### src/rtl/shift_pkg.sv
// Shared types for the execute-stage shift unit.
// Rotate support for ops 6/7 is enabled by defining SHIFT_ROTATE_EN.
package shift_pkg;

    typedef enum logic [2:0] {
        SH_SLL   = 3'd0,
        SH_SRL   = 3'd1,
        SH_SRA   = 3'd2,
        SH_SLLV  = 3'd3,
        SH_SRLV  = 3'd4,
        SH_SRAV  = 3'd5,
        SH_ROTR  = 3'd6,
        SH_ROTRV = 3'd7
    } shop_t;

    typedef enum logic [1:0] {
        EMPTY = 2'd0,
        ONE   = 2'd1,
        TWO   = 2'd2
    } occ_t;

    function automatic logic is_var_op(input shop_t op);
        logic v;
        v = 1'b0;
        unique case (op)
            SH_SLLV, SH_SRLV, SH_SRAV, SH_ROTRV: v = 1'b1;
            default:                             v = 1'b0;
        endcase
        return v;
    endfunction

endpackage

### src/rtl/shift_rot_core.sv
// Combinational shifter: SLL/SRL/SRA, plus rotate-right when SHIFT_ROTATE_EN
// is defined (otherwise ops 6/7 decode as logical right shifts).
module shift_rot_core
    import shift_pkg::*;
#(
    parameter int DATA_WIDTH  = 32,
    parameter int SHAMT_WIDTH = 5
) (
    input  logic [DATA_WIDTH-1:0]  in_val,
    input  logic [SHAMT_WIDTH-1:0] shamt,
    input  shop_t                  op,
    output logic [DATA_WIDTH-1:0]  out_val
);

    logic [DATA_WIDTH-1:0] sll_v;
    logic [DATA_WIDTH-1:0] srl_v;
    logic [DATA_WIDTH-1:0] sra_v;
    logic [DATA_WIDTH-1:0] rot_v;

    assign sll_v = in_val << shamt;
    assign srl_v = in_val >> shamt;
    assign sra_v = DATA_WIDTH'($signed(in_val) >>> shamt);

`ifdef SHIFT_ROTATE_EN
    // Shifting the doubled word wraps the low bits back into the top.
    assign rot_v = DATA_WIDTH'({in_val, in_val} >> shamt);
`else
    assign rot_v = srl_v;
`endif

    always_comb begin
        out_val = srl_v;
        unique case (op)
            SH_SLL, SH_SLLV:   out_val = sll_v;
            SH_SRL, SH_SRLV:   out_val = srl_v;
            SH_SRA, SH_SRAV:   out_val = sra_v;
            SH_ROTR, SH_ROTRV: out_val = rot_v;
            default:           out_val = srl_v;
        endcase
    end

endmodule

### src/rtl/shift_exec_stage.sv
// Execute-stage shift unit with OUT + SKID registers; in_ready is registered.
// Define SHIFT_ROTATE_EN to make ops 6/7 rotate right.
module shift_exec_stage
    import shift_pkg::*;
#(
    parameter int DATA_WIDTH  = 32,
    parameter int SHAMT_WIDTH = 5,
    parameter int TAG_WIDTH   = 5
) (
    input  logic                   clock,
    input  logic                   reset_n,
    input  logic                   flush,
    input  logic                   in_valid,
    output logic                   in_ready,
    input  logic [2:0]             in_op,
    input  logic [DATA_WIDTH-1:0]  in_rs,
    input  logic [DATA_WIDTH-1:0]  in_rt,
    input  logic [SHAMT_WIDTH-1:0] in_shamt,
    input  logic [TAG_WIDTH-1:0]   in_dest,
    output logic                   out_valid,
    input  logic                   out_ready,
    output logic [DATA_WIDTH-1:0]  out_result,
    output logic [TAG_WIDTH-1:0]   out_dest
);

    shop_t                  op;
    logic [SHAMT_WIDTH-1:0] amt;
    logic [DATA_WIDTH-1:0]  res;
    logic                   unused_rs_hi;

    assign op           = shop_t'(in_op);
    assign amt          = is_var_op(op) ? in_rs[SHAMT_WIDTH-1:0] : in_shamt;
    assign unused_rs_hi = ^in_rs[DATA_WIDTH-1:SHAMT_WIDTH];

    shift_rot_core #(
        .DATA_WIDTH (DATA_WIDTH),
        .SHAMT_WIDTH(SHAMT_WIDTH)
    ) u_core (
        .in_val (in_rt),
        .shamt  (amt),
        .op     (op),
        .out_val(res)
    );

    occ_t                  occ_q, occ_d;
    logic                  in_ready_q, in_ready_d;
    logic                  out_valid_q, out_valid_d;
    logic [DATA_WIDTH-1:0] out_result_q, out_result_d;
    logic [TAG_WIDTH-1:0]  out_dest_q, out_dest_d;
    logic [DATA_WIDTH-1:0] skid_result_q, skid_result_d;
    logic [TAG_WIDTH-1:0]  skid_dest_q, skid_dest_d;
    logic                  accept;
    logic                  drain;

    assign accept = in_valid && in_ready_q;
    assign drain  = out_valid_q && out_ready;

    always_comb begin
        occ_d         = occ_q;
        out_result_d  = out_result_q;
        out_dest_d    = out_dest_q;
        skid_result_d = skid_result_q;
        skid_dest_d   = skid_dest_q;
        if (flush) begin
            occ_d         = EMPTY;
            skid_result_d = '0;
            skid_dest_d   = '0;
        end else begin
            unique case (occ_q)
                EMPTY: begin
                    if (accept) begin
                        occ_d        = ONE;
                        out_result_d = res;
                        out_dest_d   = in_dest;
                    end
                end
                ONE: begin
                    if (accept && drain) begin
                        out_result_d = res;
                        out_dest_d   = in_dest;
                    end else if (accept) begin
                        occ_d         = TWO;
                        skid_result_d = res;
                        skid_dest_d   = in_dest;
                    end else if (drain) begin
                        occ_d = EMPTY;
                    end
                end
                TWO: begin
                    if (drain) begin
                        occ_d         = ONE;
                        out_result_d  = skid_result_q;
                        out_dest_d    = skid_dest_q;
                        skid_result_d = '0;
                        skid_dest_d   = '0;
                    end
                end
                default: occ_d = EMPTY;
            endcase
        end
        out_valid_d = (occ_d != EMPTY);
        in_ready_d  = (occ_d != TWO);
    end

    always_ff @(posedge clock or negedge reset_n) begin
        if (!reset_n) begin
            occ_q         <= EMPTY;
            in_ready_q    <= 1'b1;
            out_valid_q   <= 1'b0;
            out_result_q  <= '0;
            out_dest_q    <= '0;
            skid_result_q <= '0;
            skid_dest_q   <= '0;
        end else begin
            occ_q         <= occ_d;
            in_ready_q    <= in_ready_d;
            out_valid_q   <= out_valid_d;
            out_result_q  <= out_result_d;
            out_dest_q    <= out_dest_d;
            skid_result_q <= skid_result_d;
            skid_dest_q   <= skid_dest_d;
        end
    end

    assign in_ready   = in_ready_q;
    assign out_valid  = out_valid_q;
    assign out_result = out_result_q;
    assign out_dest   = out_dest_q;

endmodule

### config.mk
export PLATFORM = sky130hd
export DESIGN_NAME = shift_exec_stage
export DESIGN_NICKNAME = d
export VERILOG_FILES = /design/src/rtl/shift_pkg.sv /design/src/rtl/shift_rot_core.sv /design/src/rtl/shift_exec_stage.sv
export SDC_FILE = /design/constraint.sdc
export NUM_CORES = 1
export LEC_CHECK = 0
export CELL_PAD_IN_SITES_DETAIL_PLACEMENT = 1
export CELL_PAD_IN_SITES_GLOBAL_PLACEMENT = 1
export CORE_UTILIZATION = 47
export DETAILED_ROUTE_END_ITERATION = 10
export PLACE_DENSITY_LB_ADDON = 0.08
export SLEW_MARGIN = 20
export SYNTH_ARGS = -nofsm -noshare
export SYNTH_HDL_FRONTEND = slang
export SYNTH_HIERARCHICAL = 1
export SYNTH_SLANG_ARGS = --single-unit
### constraint.sdc
create_clock -name clock -period 5.6 [get_ports clock]
set_input_delay 0.56 -clock clock [delete_from_list [all_inputs] [get_ports clock]]
set_output_delay 0.56 -clock clock [all_outputs]
set_load 0.02 [all_outputs]
==> summary.md, run 1 <==
| Metric | Value |
|---|---|
| Count of unresolved DRC violations after routing | `0` |
| Number of I/O pins | `121` |
| Worst path arrival time | `4.98 ns` |
| Area fraction in compound gates after synthesis | `20.16%` |
| Area taken by flip-flops and latches | `1954 um^2` |
| Share of the cycle needed by the critical path after routing | `84.80%` |
| Post-Synthesis Cells | `835` |
| Core area | `16820 um^2` |
| Kind of critical path | `in -> reg` |
| Core Rows | `47` |
| Leakage component of the power | `0.003558 uW` |
| Overall power | `2915 uW` |
| Maximum operating frequency | `roughly 0.21 GHz` |
| Area enclosed by the die boundary | `17990 um^2` |
| Worst Max-Slew Pin Slew | `about 1.0 ns` |
| Proportion of synthesized chip area in sequential cells | `23.80%` |
| Proportion of netlist area held by the largest area contributor | `23.48%` |
| Height of the die | `134.1 um` |
| Number of detailed-route iterations in the first pass | `5` |
| Maximum net fanout on the critical path | `44` |
| Maximum count of clock buffers along a single path | `2` |
| Number of global-route vias before repair | `7896` |
| Yosys top cell by area | `sky130_fd_sc_hd__dfrtp_1` |
| Required time of the critical path | `5.83 ns` |
| Synth Cell Area | `8207 um^2` |
| Run status | `finished, final reports clean` |
| Met2 layer wire length in the routed design | `15.27 mm` |
| Number of register bits inferred by synthesis | `78` |
| Diode insertion count for antenna repair | `0` |
| Adder and majority gate portion of the synthesized area | `0%` |
| Top area cells in the synthesized netlist | `sky130_fd_sc_hd__dfrtp_1 23%, sky130_fd_sc_hd__mux4_2 13%, sky130_fd_sc_hd__mux2_2 13%` |
| Post-Synth Simple-Gate Area | `13.97%` |
| Average cell area after synthesis | `between 9 and 10 um^2` |
| Initial antenna violation count | `0` |
| H-Tree Level Count | `3` |
| Number of setup violations in the final report | `0` |
| DRC marker count from the first detailed-route iteration | `890` |
| TritonCTS buffer count | `9` |
| First-pass GRT wire length | `49.05 mm` |
| Multiplexer area fraction after synthesis | `34.88%` |
| Area occupied by multi-input gates | `5704 um^2` |
| Setup total negative slack | `0 ns` |
| Clock insertion delay at the later pin of the skew report | `0.35 ns` |
| Starting Density | `about 50%` |
| Fraction of registers with async set or reset after synthesis | `100.0%` |
| Time the final worst path needs with I/O delays and setup | `around 4.7 ns` |
| Area growth from synthesis to final layout | `15.28%` |
| DR vias | `7933` |
| Predominant post-synthesis flop cell | `sky130_fd_sc_hd__dfrtp_1` |
| Gr ovfl total | `0` |
| Amount of wire on met3 after detailed routing | `2.695 mm` |
| Post-synth net total | `917` |
| Post-CTS setup buffer count | `0` |
| Number of flops mapped to enable cells by yosys | `0` |
| Number of hold violations in the final report | `0` |
| GP Congestion | `0.9607` |
| Peak supply drop | `0.0002207 V` |
| Clock sink count | `78` |
| DRT antenna net count | `0` |
| Die Wd | `134.1 um` |
| Pin count of the biggest net entering global routing | `between 70 and 80` |
| Worst clock skew | `0.008374 ns` |
| CTS tree | `yes` |
| Highest metal used | `met4` |
| Clk Tree Root Cell | `sky130_fd_sc_hd__clkbuf_16` |
| Tot GR Track Use | `between 30% and 40%` |
| XOR/XNOR share of the synthesized area | `0.3202%` |
| Synth warnings | `6` |
| Ratio of cells with drive above 1 in the final layout | `23.86%` |
| Routed WL | `32.18 mm` |
| Number of gates resized after CTS | `0` |
| Headroom to the max-slew limit | `between 30% and 40%` |
| Number of hold buffers added after CTS | `0` |
| Largest family of logic cells by synthesized area | `multiplexers` |
| Number of fill cells | `roughly 1900` |
| Max-cap check violation count | `0` |
| Synth cell types | `81` |
| P per Cell Area | `308.1 nW/um^2` |
| Number of nets in the layout | `approximately 960` |
| Clock slew at reported path FFs | `0.06 ns` |
| Worst Setup Start Kind | `input port` |
| Met1 routed wirelength after detailed routing | `13.40 mm` |
| WL/cell | `29.26 um` |
| Vias per cell | `7.212` |
| Kind of end point of the critical path | `flip-flop` |
| Worst min-delay path category | `in -> async` |
| Setup repair after global routing missed its margin | `false` |
| Number of buffers inserted by port buffering | `93` |
| Max-slew violation count | `0` |
| Post-detailed-placement half-perimeter wirelength | `22.52 mm` |
[worst paths after layout]
kind	from	depth (start not counted)	slack, ns	to
max in group asynchronous	reset_n	1	4.81	occ_q[1]$_DFF_PN0_
min	reset_n	1	0.22	out_result[23]$_DFFE_PN0P_
min reg2reg	out_result[20]$_DFFE_PN0P_	1	0.51	out_result[20]$_DFFE_PN0P_
max reg2reg	occ_q[1]$_DFF_PN0_	4	2.71	out_result[23]$_DFFE_PN0P_
max	in_op[1]	12	0.85	out_result[26]$_DFFE_PN0P_
min in group clock	out_result[20]$_DFFE_PN0P_	1	0.51	out_result[20]$_DFFE_PN0P_
[where the power goes]
group | switching [uW] | total, uW | internal, uW
logic | 813 | 1480 | 662
clock network | 253 | 659 | 406
registers | 86.8 | 781 | 694
total | 1150 | 2920 | 1760
[registers in the layout, summed over array words and instances (netlist names)]
signal	flops
in_ready	1
out_valid	1
skid_result_q	32
occ_q	2
out_dest	5
skid_dest_q	5
out_result	32
[cell families (layout without fill, tap and decap cells)]
group,after synthesis,after routing
DFF,78,78
muxes,205,205
and+or+nand+nor,213,213
xor gates and xnor gates,3,3
buffers and inverters,98,143
AOI/OAI and AO/OA,238,238
[layer usage]
| metal | GRT usage, % | vias to the layer above |
|---|---|---|
| li1 | - | 3378 |
| met1 | 48.91 | 4089 |
| met2 | 57.11 | 411 |
| met3 | 8.541 | 55 |
| met4 | 9.988 | 0 |
| met5 | 0 | - |
[synth_stat cells (4+ instances only)]
master / count
sky130_fd_sc_hd__a211oi_1: 11
sky130_fd_sc_hd__a21oi_1: 70
sky130_fd_sc_hd__a221oi_1: 4
sky130_fd_sc_hd__a31oi_1: 4
sky130_fd_sc_hd__and2_1: 4
sky130_fd_sc_hd__and3_1: 5
sky130_fd_sc_hd__buf_1: 7
sky130_fd_sc_hd__buf_2: 20
sky130_fd_sc_hd__buf_4: 6
sky130_fd_sc_hd__buf_6: 13
sky130_fd_sc_hd__clkbuf_1: 39
sky130_fd_sc_hd__dfrtp_1: 77
sky130_fd_sc_hd__inv_1: 7
sky130_fd_sc_hd__mux2_2: 92
sky130_fd_sc_hd__mux2_4: 12
sky130_fd_sc_hd__mux2i_1: 49
sky130_fd_sc_hd__mux4_2: 48
sky130_fd_sc_hd__nand2_1: 54
sky130_fd_sc_hd__nand2b_1: 6
sky130_fd_sc_hd__nand3_1: 8
sky130_fd_sc_hd__nand4b_1: 38
sky130_fd_sc_hd__nor2_1: 60
sky130_fd_sc_hd__nor2b_1: 8
sky130_fd_sc_hd__nor3_1: 14
sky130_fd_sc_hd__o211ai_1: 44
sky130_fd_sc_hd__o21a_1: 5
sky130_fd_sc_hd__o21ai_0: 22
sky130_fd_sc_hd__o221ai_1: 5
sky130_fd_sc_hd__o22ai_1: 12
sky130_fd_sc_hd__o32a_1: 4
sky130_fd_sc_hd__o32ai_1: 6
[area by class of cell]
class / instances / share of cell area (%)
Tap cell: 220 / 2.910
Multi-Input combinational cell: 659 / 60.30
Clock buffer: 10 / 2.526
Clock inverter: 6 / 0.9919
Inverter: 8 / 0.3174
Sequential cell: 78 / 20.66
Timing Repair Buffer: 119 / 12.30
[layout by cell type, fill, tap and decap left out, types with 23 or more instances in the layout]
master / instances
sky130_fd_sc_hd__nand2_1: 54
sky130_fd_sc_hd__nand4b_1: 38
sky130_fd_sc_hd__buf_4: 23
sky130_fd_sc_hd__o211ai_1: 44
sky130_fd_sc_hd__mux2_2: 91
sky130_fd_sc_hd__dfrtp_1: 76
sky130_fd_sc_hd__clkdlybuf4s50_1: 92
sky130_fd_sc_hd__nor2_1: 60
sky130_fd_sc_hd__a21oi_1: 70
sky130_fd_sc_hd__mux4_2: 48
sky130_fd_sc_hd__mux2i_1: 49
[metrics by stage]
step                cell area (um^2)  setup slack [ns]  utilization (%)  hold slack (ns)  std cells
floorplan                       8207             2.136                -           0.2644        835
global placement                9084            0.6937            54.01           0.4883       1082
detailed placement              9084            0.6228            54.01           0.4968       1082
CTS                             9417            0.9604            55.99           0.4131       1098
global route                    9460            0.6851            56.25           0.3103       1100
finish                          9460            0.8514            56.25           0.2226       1100
[worst max-delay path, cell delays in order]
cell and delay (ns):
sky130_fd_sc_hd__clkdlybuf4s50_1 0.61, sky130_fd_sc_hd__mux2i_1 0.39, sky130_fd_sc_hd__mux2_4 0.66, sky130_fd_sc_hd__buf_12 0.33, sky130_fd_sc_hd__buf_4 0.24, sky130_fd_sc_hd__mux2i_1 0.48
sky130_fd_sc_hd__mux4_2 0.39, sky130_fd_sc_hd__nor3_1 0.11, sky130_fd_sc_hd__a311oi_1 0.38, sky130_fd_sc_hd__o22ai_1 0.21, sky130_fd_sc_hd__mux2_2 0.31, sky130_fd_sc_hd__mux2_2 0.26
Note: power is estimated with default switching activity, not from simulation.
==> run 2, diff against run 1 <==
--- a/config.mk
+++ b/config.mk
@@ -7,7 +7,7 @@
 export LEC_CHECK = 0
 export CELL_PAD_IN_SITES_DETAIL_PLACEMENT = 1
 export CELL_PAD_IN_SITES_GLOBAL_PLACEMENT = 1
-export CORE_UTILIZATION = 47
+export CORE_UTILIZATION = 39
 export DETAILED_ROUTE_END_ITERATION = 10
 export PLACE_DENSITY_LB_ADDON = 0.08
 export SLEW_MARGIN = 20
==> constraint.sdc (replaced) <==
create_clock -name clock -period 4.1 [get_ports clock]
set_input_delay 0.41 -clock clock [delete_from_list [all_inputs] [get_ports clock]]
set_output_delay 0.41 -clock clock [all_outputs]
set_load 0.02 [all_outputs]
==> run 2 against run 1 <==
Setup slack lost 0.70 ns. Register-to-register slack lost 1.1 ns. Via count increased by 3.4%. Sequential cell count is the same. Combinational power grew 51%. Clock power is 19% higher. First-iteration DRC count is 27% lower. Critical endpoint is now out_result[17]$_DFFE_PN0P_. Highest routed layer unchanged. Final cell count rose by 16%. Worst hold slack worse by 0.16 ns. Die area is 20% higher. Sequential share of layout area decreased by 2.0 points. Critical path depth is 3 higher.
==> summary.md, run 2 (synthesized netlist as in run 1, its figures left out) <==
| Metric | Value |
|---|---|
| Capture point of the critical path | `out_result[17]$_DFFE_PN0P_` |
| Die Wd | `147.1 um` |
| Initial antenna violation count | `0` |
| Number of gates resized after CTS | `0` |
| Worst setup startpoint | `in_op[1]` |
| H-Tree Level Count | `3` |
| Worst path arrival time | `4.16 ns` |
| Number of detailed-route iterations in the first pass | `4` |
| Most frequent standard cell in the layout excluding fill and tap cells | `sky130_fd_sc_hd__buf_4` |
| Maximum net fanout on the critical path | `18` |
| Ratio of cells with drive above 1 in the final layout | `33.43%` |
| Kind of end point of the critical path | `flip-flop` |
| Worst reg2reg path endpoint | `out_result[15]$_DFFE_PN0P_` |
| Area growth from synthesis to final layout | `27.82%` |
| Headroom to the max-slew limit | `a little under two fifths` |
| Number of hold violations in the final report | `0` |
| Worst min-delay path category | `in -> async` |
| Setup slack at placement | `-0.1259 ns` |
| Post-route worst setup slack | `about 0.15 ns` |
| Clk Tree Root Cell | `sky130_fd_sc_hd__clkbuf_16` |
| FF-to-FF path depth | `4` |
| Max-slew violation count | `0` |
| Post-detailed-placement half-perimeter wirelength | `25.35 mm` |
| Clock slew at reported path FFs | `0.06 ns` |
| Routed WL | `33.74 mm` |
| DRC marker count from the first detailed-route iteration | `roughly 650` |
| Pin count of the biggest net entering global routing | `42` |
| Count of unresolved DRC violations after routing | `0` |
| Gr ovfl total | `0` |
| Kind of critical path | `in -> reg` |
| DRT antenna net count | `0` |
| Number of buffers inserted by port buffering | `93` |
| Worst clock skew | `between 0.006 and 0.007 ns` |
| Required time of the critical path | `around 4.3 ns` |
| Share of the cycle needed by the critical path after routing | `96.28%` |
| Diode insertion count for antenna repair | `0` |
| Tot GR Track Use | `31.56%` |
| Leakage component of the power | `0.004171 uW` |
| Vias per cell | `6.416` |
| Leading cell types in the layout, fill and taps excluded | `148 x sky130_fd_sc_hd__buf_4, 92 x sky130_fd_sc_hd__clkdlybuf4s50_1, 91 x sky130_fd_sc_hd__mux2_2` |
| P per Cell Area | `just under 400 nW/um^2` |
| Number of hold buffers added after CTS | `0` |
| Overall power | `between 4000 and 5000 uW` |
| Clock sink count | `78` |
| Setup repair after global routing missed its margin | `false` |
| Number of global-route vias before repair | `about 8500` |
| Critical path's largest stage delay | `~0.50 ns` |
| Cell mode on critical path | `sky130_fd_sc_hd__buf_4` |
| Slowest CP cell | `sky130_fd_sc_hd__clkdlybuf4s50_1` |
| Core Rows | `52` |
| Clock insertion delay at the later pin of the skew report | `0.33 ns` |
| Setup slack on the worst flop-to-flop path | `1.59 ns` |
| Maximum count of clock buffers along a single path | `2` |
| Height of the die | `approximately 150 um` |
| Number of nets in the layout | `1085` |
| Area enclosed by the die boundary | `21630 um^2` |
| Core area | `20430 um^2` |
| WL/cell | `26.40 um` |
| Run status | `finished, final reports clean` |
| Peak supply drop | `around 0.00025 V` |
| GP Congestion | `0.9220` |
| Time the final worst path needs with I/O delays and setup | `3.947 ns` |
| Maximum operating frequency | `about 0.25 GHz` |
| Worst Setup Start Kind | `input port` |
| Number of setup violations in the final report | `0` |
| First-pass GRT wire length | `52.48 mm` |
| TritonCTS buffer count | `9` |
| CTS tree | `yes` |
| Reg-to-reg critical path startpoint | `occ_q[1]$_DFF_PN0_` |
| DR vias | `8200` |
| Post-CTS setup buffer count | `0` |
| Worst Max-Slew Pin Slew | `0.9208 ns` |
| Max-cap check violation count | `0` |
| Starting Density | `40.17%` |
| Number of I/O pins | `121` |
| Worst-path cell chain | `clkdlybuf4s50_1 -> mux2i_1 -> buf_4 -> mux2_2 -> buf_4 -> buf_4 -> nor2b_1 -> a221oi_2 -> o32ai_1 -> o32ai_1 -> buf_4 -> o21ai_0 -> buf_4 -> mux2_2 -> mux2_2` |
run 2: changes by cell type in the layout (fill, tap and decap cells not counted), sizes merged:
| cell | delta |
|---|---|
| buf | +128 |
| clkinvlp | +2 |
| bufinv | -1 |
| inv | -1 |
run 2: how the worst min path moves through the flow:
stage | end | slack, ns
after detailed placement | out_result[29]$_DFFE_PN0P_ | 0.43
after global routing | out_result[25]$_DFFE_PN0P_ | 0.09
after global placement | out_result[28]$_DFFE_PN0P_ | 0.41
after CTS | out_result[0]$_DFFE_PN0P_ | 0.07
final | out_result[25]$_DFFE_PN0P_ | 0.06
after floorplan | occ_q[0]$_DFF_PN0_ | 0.11
run 2: layout make-up:
type	instances	area, um^2
fill	2308	9940
tap	270	337.8
inverter	8	30.03
clock buffer	10	229.0
multi-input combinational	659	5705
timing repair buffer	247	2172
clock inverter	6	62.56
sequential	78	1953
run 2: power by group:
group / switching (uW) / total (uW) / internal (uW)
sequential: 115 / 1060 / 948
combinational: 1160 / 2240 / 1090
clock: 313 / 782 / 469
run 2: worst max-delay path: cells and delay by family:
family | cells | cell delay [ns]
buffers and inverters | 6 | 1.54
AND/OR/NAND/NOR | 1 | 0.11
multiplexers | 4 | 0.99
AO/OA/AOI/OAI | 4 | 1.09
run 2: layer usage:
| metal | vias to the layer above | wire (um) | GRT usage, % |
|---|---|---|---|
| li1 | 3627 | - | - |
| met1 | 4258 | 15460 | 45.62 |
| met2 | 280 | 15890 | 50.94 |
| met3 | 35 | 1671 | 2.950 |
| met4 | 0 | 714 | 7.010 |
| met5 | - | 0 | 0 |
run 2: stage by stage:
step / utilization, % / cell area, um^2 / setup TNS [ns] / instances / hold WS (ns)
after floorplan: - / 8207 / 0 / 835 / 0.1144
after global placement: 49.92 / 10200 / 0 / 1262 / 0.4086
after detailed placement: 49.92 / 10200 / -0.3932 / 1262 / 0.4255
after CTS: 51.35 / 10490 / 0 / 1278 / 0.06853
after global routing: 51.35 / 10490 / 0 / 1278 / 0.09391
final: 51.35 / 10490 / 0 / 1278 / 0.05888
